$ cat src/rtl/dot4_pkg.sv
// Shared types, widths and sizing helpers for the dot4 accumulator.
package dot4_pkg;

    localparam int unsigned OPND_W = 4;
    localparam int unsigned PROD_W = 8;
    localparam int unsigned CNT_W  = 4;

    typedef enum logic [0:0] {
        ACCUM = 1'b0,
        HOLD  = 1'b1
    } state_t;

    // Ceiling log2 for small positive integers.
    function automatic int unsigned clog2_u(input int unsigned n);
        int unsigned r;
        r = 0;
        for (int unsigned i = 0; i < 32; i++) begin
            if ((32'd1 << i) < n) begin
                r = i + 1;
            end
        end
        return r;
    endfunction

    // Smallest accumulator width that cannot overflow for n products.
    function automatic int unsigned min_acc_w(input int unsigned n);
        return PROD_W + clog2_u(n);
    endfunction

endpackage

$ cat src/rtl/Multiplier4bit.sv
// Combinational 4x4 unsigned multiplier.
module Multiplier4bit (
    input  logic [3:0] a,
    input  logic [3:0] b,
    output logic [7:0] product
);

    assign product = 8'(a) * 8'(b);

endmodule

$ cat src/rtl/dot4_accumulator.sv
// Sums N_TERMS consecutive 4x4 products and hands the result out on a valid/ready port.
module dot4_accumulator
    import dot4_pkg::*;
#(
    parameter int unsigned N_TERMS = 4,
    parameter int unsigned ACC_W   = 12
) (
    input  logic                 clk,
    input  logic                 rst,
    input  logic                 in_valid,
    output logic                 in_ready,
    input  logic [OPND_W-1:0]    a,
    input  logic [OPND_W-1:0]    b,
    input  logic                 flush,
    output logic                 out_valid,
    input  logic                 out_ready,
    output logic [ACC_W-1:0]     sum,
    output logic [CNT_W-1:0]     term_cnt
);

    // Reject parameter combinations that could overflow or miscount.
    if (N_TERMS < 1 || N_TERMS > 16) begin : g_bad_n_terms
        $error("dot4_accumulator: N_TERMS must be in 1..16");
    end
    if (ACC_W < min_acc_w(N_TERMS)) begin : g_bad_acc_w
        $error("dot4_accumulator: ACC_W too small for N_TERMS");
    end

    state_t             r_state;
    state_t             w_state_next;
    logic [ACC_W-1:0]   r_acc;
    logic [ACC_W-1:0]   r_sum;
    logic [CNT_W-1:0]   r_term_cnt;

    logic [PROD_W-1:0]  w_product;
    logic               w_accept;
    logic               w_last;
    logic [ACC_W-1:0]   w_base;
    logic [ACC_W-1:0]   w_acc_sum;

    Multiplier4bit u_mult (
        .a       (a),
        .b       (b),
        .product (w_product)
    );

    assign w_accept  = in_valid && in_ready;
    assign w_last    = (r_term_cnt == CNT_W'(N_TERMS - 1));
    // First term of a group loads the product instead of adding to old acc.
    assign w_base    = (r_term_cnt == '0) ? '0 : r_acc;
    assign w_acc_sum = w_base + ACC_W'(w_product);

    assign sum      = r_sum;
    assign term_cnt = r_term_cnt;

    // State register.
    always_ff @(posedge clk) begin
        if (rst) begin
            r_state <= ACCUM;
        end else begin
            r_state <= w_state_next;
        end
    end

    // Next-state: complete group enters HOLD, downstream accept returns to ACCUM.
    always_comb begin
        w_state_next = r_state;
        case (r_state)
            ACCUM: begin
                if (w_accept && !flush && w_last) begin
                    w_state_next = HOLD;
                end
            end
            HOLD: begin
                if (out_ready) begin
                    w_state_next = ACCUM;
                end
            end
        endcase
    end

    // Handshake outputs decoded from state.
    always_comb begin
        in_ready  = 1'b0;
        out_valid = 1'b0;
        case (r_state)
            ACCUM: in_ready  = 1'b1;
            HOLD:  out_valid = 1'b1;
        endcase
    end

    // Accumulator, term counter and result register; flush beats a coincident accept.
    always_ff @(posedge clk) begin
        if (rst) begin
            r_acc      <= '0;
            r_sum      <= '0;
            r_term_cnt <= '0;
        end else if (r_state == ACCUM) begin
            if (flush) begin
                r_acc      <= '0;
                r_term_cnt <= '0;
            end else if (w_accept) begin
                if (w_last) begin
                    r_sum      <= w_acc_sum;
                    r_acc      <= '0;
                    r_term_cnt <= '0;
                end else begin
                    r_acc      <= w_acc_sum;
                    r_term_cnt <= r_term_cnt + CNT_W'(1);
                end
            end
        end
    end

endmodule
$ cat config.mk
export PLATFORM = sky130hd
export DESIGN_NAME = dot4_accumulator
export DESIGN_NICKNAME = d
export VERILOG_FILES = /design/src/rtl/dot4_pkg.sv /design/src/rtl/Multiplier4bit.sv /design/src/rtl/dot4_accumulator.sv
export SDC_FILE = /design/constraint.sdc
export NUM_CORES = 1
export LEC_CHECK = 0
export CELL_PAD_IN_SITES_DETAIL_PLACEMENT = 1
export CELL_PAD_IN_SITES_GLOBAL_PLACEMENT = 1
export CORE_MARGIN = 2
export CORE_UTILIZATION = 40
export DETAILED_ROUTE_END_ITERATION = 10
export DONT_BUFFER_PORTS = 1
export PLACE_DENSITY_LB_ADDON = 0.12
export SLEW_MARGIN = 20
export SYNTH_ARGS = -nofsm -noshare
export SYNTH_HDL_FRONTEND = slang
export SYNTH_HIERARCHICAL = 1
export SYNTH_SLANG_ARGS = --single-unit
$ cat constraint.sdc
create_clock -name clk -period 10.25 [get_ports clk]
set_input_delay 1.025 -clock clk [delete_from_list [all_inputs] [get_ports clk]]
set_output_delay 1.025 -clock clk [all_outputs]
set_load 0.05 [all_outputs]
Word level (Yosys, flattened, before mapping)
Index checks and enable logic that the tools add are counted.
{"block": "totals", "register_bits": 29, "latchBits": 0, "ram_bits": 0, "romBits": 0, "memories": 0}
{"block": "op_classes", "addsub": 2, "mul": 1, "div": 0, "n_lt_le_gt_ge": 0, "n_eq_ne": 1, "shifts": 0, "n_mux": 12, "bitwise": 2, "reduce_logical": 8}
{"op": "12-bit two-way mux", "count": 4}
{"op": "12-bit by 8-bit adder with 12-bit output", "count": 1}
{"op": "4-bit two-way mux", "count": 3}
{"op": "4-bit by 4-bit multiplier with 8-bit output", "count": 1}
{"op": "4-bit by 1-bit adder with 4-bit output, second input constant", "count": 1}
{"op": "4-bit by 2-bit == test with 1-bit output, second input constant", "count": 1}
{"op": "4-bit zero test", "count": 1}
{"op": "1-bit two-way mux", "count": 4}
{"op": "4-bit AND reduction", "count": 1}
{"op": "1-bit logical AND", "count": 3}
{"op": "1-bit NOT", "count": 2}
{"op": "1-bit case mux with 2 select lines", "count": 1}
{"op": "2-bit AND reduction", "count": 1}
{"op": "2-bit nonzero test", "count": 1}
{"op": "1-bit zero test", "count": 1}

Longest topological paths before layout
{"block": "depth", "ltp_word": 6, "mapped_depth": 15, "depth_no_buf": 14}

Hierarchy
Netlist, hierarchy kept.
{"module": "dot4_accumulator", "instances": 1, "cells_per_inst": 226, "area_per_inst_um2": 1860.5, "seq_area_each_um2": 580.6}
{"module": "Multiplier4bit", "instances": 1, "cells_per_inst": 51, "area_per_inst_um2": 464.2, "seq_area_each_um2": 0.0}

Worst setup path before layout
No wires, ideal clock.
{"block": "synth_path", "kind": "input port to flip-flop", "startpoint": "in a[0]", "endpoint": "reg r_sum[10], in the netlist sum[10]", "setup_ns": 0.103, "t_arrival_ns": 4.522, "required_time_ns": 10.147, "path_slack_ns": 5.625, "stages": 14, "n_path_buf": 1, "path_cell_list": "nand2_1 > fa_1 > inv_1 > fa_1 > ha_1 > a211oi_2 > nor3_1 > or3b_1 > ha_1 > buf_2 > a21boi_2 > o2111ai_1 > a211o_1 > a2111oi_2"}
{"block": "synth_via", "elab_chain_cells": 2}
{"item": "from (decl)", "line_no": "dot4_accumulator.sv:12", "source": "input logic [OPND_W-1:0] a,"}
{"item": "4-bit by 4-bit multiplier with 8-bit output", "line_no": "Multiplier4bit.sv:8", "source": "assign product = 8'(a) * 8'(b);"}
{"item": "via w_product[7]", "line_no": "dot4_accumulator.sv:35", "source": "logic [PROD_W-1:0] w_product;"}
{"item": "12-bit by 8-bit adder with 12-bit output", "line_no": "dot4_accumulator.sv:51", "source": "assign w_acc_sum = w_base + ACC_W'(w_product);"}
{"item": "to (signal assigned)", "line_no": "dot4_accumulator.sv:104", "source": "r_sum <= w_acc_sum;"}
{"item": "to (decl)", "line_no": "dot4_accumulator.sv:32", "source": "logic [ACC_W-1:0] r_sum;"}
The timed path passes the listed nets, and every way through them passes these cells.
A chain may end at the register's enable or synchronous reset.

Worst setup path after layout
Same ends and word-level chain as after synthesis.

==> results.yml <==
sta:
  setup_slack_ps: 5638
  fin_crit_sh: 0.4499
  max_freq_mhz: 216.8
  slew_violations: 0
  hold_violations: 0
  tightest_slew_ps: 827.7
  setup_viol: 0
  clock_skew_ps: 3.693
  hold_slack_ps: 469.9
  setup_tns_ps: 0
  rsz0062_at_grt: "no"
  slew_headroom: 0.4445
  min_period_ps: 4612
clock_network:
  cts_tree: "yes"
  cts_sinks: 29
  holdBufCountCts: 0
  path_clk_slew_ps: 70
  ctsLongestPathBuffers: 2
  clk_latency_ps: 280
  cts-root-buf: "clkbuf_8"
  htreeDepth: 2
  cts_made_buffers: 5
  cts_resized: 0
  post_cts_buffers: 0
worst_setup_path:
  crit_chain: "nand2_1 > fa_1 > inv_1 > fa_1 > ha_1 > a211oi_2 > nor3_1 > or3b_1 > ha_1 > a21boi_2 > o2111ai_1 > a211o_1 > a2111oi_2"
  cp_slowest_stage_delay_ps: 540
  cp_data_arrival_time_ps: 4790
  r2r_start: "term_cnt[0]"
  startpoint: "a[0]"
  crit_slowest_cell: "fa_1"
  crit_fanout: 9
  critPathKind: "in -> reg"
  cp-end-kind: "flop"
  required_ps: 10420
  critPathLaunchType: "primary input"
power_and_ir_drop:
  p_leak_nw: 0.9280
  p_total_mw: 0.2834
  net-switching-power_mw: 0.08729
  peakVddDrop_mv: 0.05105
  power.internal_mw: 0.1961
  power.density_mw_per_mm2: 116.4
  p_seq_frac: 0.415
  power.share.clock: 0.348
  p_sw_frac: 0.3081
  power_frac_comb: 0.237
finish:
  post_route_cells_drive_above_1_share: 0.09124
  final_core_util: 0.4366
  area_growth_pct: 4.682
  finish.instance_area_mm2: 0.002434
  final_nets: 314
  final_cell_count_no_fill: 346
  fillers: 698
  num_antenna_cells: 0
place:
  placed_cells: 339
  pre_cts_ws_ps: 5355
  io_buffers: 0
  gp_congestion: 0.8132
  place_area_mm2: 0.002347
  dpl.hpwl_um: 4402
floorplan:
  pin_count: 31
  dieArea_mm2: 0.006438
  initial_core_util: 0.4171
  die_h_um: 80.24
  core_area_mm2: 0.005574
  die_width_um: 80.24
  row_count: 27
flow_run:
  maxCapViolCount: 0
yosys:
  yosysTopAreaCell: "dfxtp_1"
  yosysWarnings: 6
  avgSynthCellArea_um2: 8.393
  synth_cell_types: 63
  ys.flop_type: "dfxtp_1"
  synth_edf_count: 0
  synth_top_cells_by_area: "dfxtp_1, ha_1, and2_1, nand2_1, fa_1"
  yosysTopAreaCellShare: 0.2497
  synth-seq-cells: 29
  synth_nets: 317
  syn_area_mm2: 0.002325
  syn_inst: 277
  async_flop_share: 0
  ys_seq_area_frac: 0.2497
global_routing:
  grt_max_degree: 29
  antenna_found_initial: 0
  overflow: 0
  met1_usage: 0.2660
  groute.usage.overall: 0.1985
  grt_pass1_wl_um: 10100
  busiest_layer: "met2"
  use_met2: 0.3183
  use_met3: 0.05169
  grt_pass1_vias: 2117
worst_hold_path:
  hold_start: "r_acc[6]"
  holdCritPathClass: "reg -> reg"
route:
  first_pass_iters: 4
  drtIter0Drc: 74
  ant_nets: 0
  wl_per_cell_um: 16.90
  via_per_inst: 5.818
  num_vias: 2013
  post-route-drc-count: 0
  wirelength_um: 5846
run_status:
  status: "finished clean"
area by class of cell:
cell class	instances	area, um^2	area share
clock buffers	7	86.33	0.03548
inverters	15	56.30	0.02314
multi-input cells	223	1620	0.6658
flip-flops and latches	29	580.6	0.2386
well taps	72	90.09	0.03702
worst paths after layout:
path                    to  slack [ps]  cells after the start
hold reg to reg   r_acc[6]         470                      1
setup / recovery   sum[10]        5640                     13
hold / removal    r_acc[6]         470                      1
setup reg to reg   sum[10]        6640                     12
cells by family (layout without fill, tap and decap cells):
| family | Yosys count | in the layout | share of synthesized area |
|---|---|---|---|
| AND/OR/NAND/NOR | 116 | 116 | 0.2643 |
| AO/OA/AOI/OAI | 75 | 75 | 0.2524 |
| flip-flops | 29 | 29 | 0.2497 |
| adder cells (fa/ha/maj) | 27 | 27 | 0.1615 |
| buffers and inverters | 25 | 22 | 0.05328 |
| XOR/XNOR | 5 | 5 | 0.01884 |
synth_stat cells (all sizes together) (3+ instances only):
master   number
o311ai        3
o21ai         9
a21o          5
nand3        17
clkbuf        3
o2111ai       5
dfxtp        29
xnor2         4
a21oi        17
nand2b        3
ha           22
nor2         20
buf           7
a211oi        3
or3           4
fa            5
inv          14
or3b          3
nand2        30
o21a          3
nor3          8
and2         23
a22oi         6
state kept, by name (all words and copies together), names as in the netlist:
name,count
r_acc,12
term_cnt,4
r_state,1
sum,12
metal layers:
layer | vias to the layer above | part of all wire
met2 | 29 | 0.46
met4 | 0 | 0.0055
li1 | 1013 | -
met3 | 2 | 0.037
met1 | 969 | 0.50
met5 | - | 0
layout by cell type (no fill, tap or decap), types with 3 or more instances in the layout:
cell type  netlist  routed
clkbuf_8         0       6
nor2_1          19      19
nand2b_1         3       3
o21ai_0          7       7
o21a_1           3       3
and2_1          21      21
a22oi_1          6       6
nor3_1           8       8
or3b_1           3       3
o2111ai_1        4       4
fa_1             5       5
nand2_1         29      29
inv_1           14      14
o311ai_1         3       3
or3_1            4       4
a21oi_1         16      16
nand3_1         15      15
dfxtp_1         29      29
a21o_1           3       3
ha_1            22      22
xnor2_1          4       4
power by group through the flow:
| stage | combinational, mW | sequential [mW] | clock, mW |
|---|---|---|---|
| after detailed placement | 0.0674 | 0.120 | 0 |
| after floorplan | 0.0563 | 0.120 | 0 |
| after global placement | 0.0659 | 0.120 | 0 |
| final | 0.0671 | 0.117 | 0.0987 |
| after CTS | 0.0678 | 0.118 | 0.102 |
| after global routing | 0.0760 | 0.118 | 0.106 |
critical path, delay by kind of cell:
kind	cells	cell delay [ps]
compound gates	5	1340
fa+ha+maj	4	1860
buf+inv	1	60
simple gates	3	510
(Power assumes the default switching activity.)
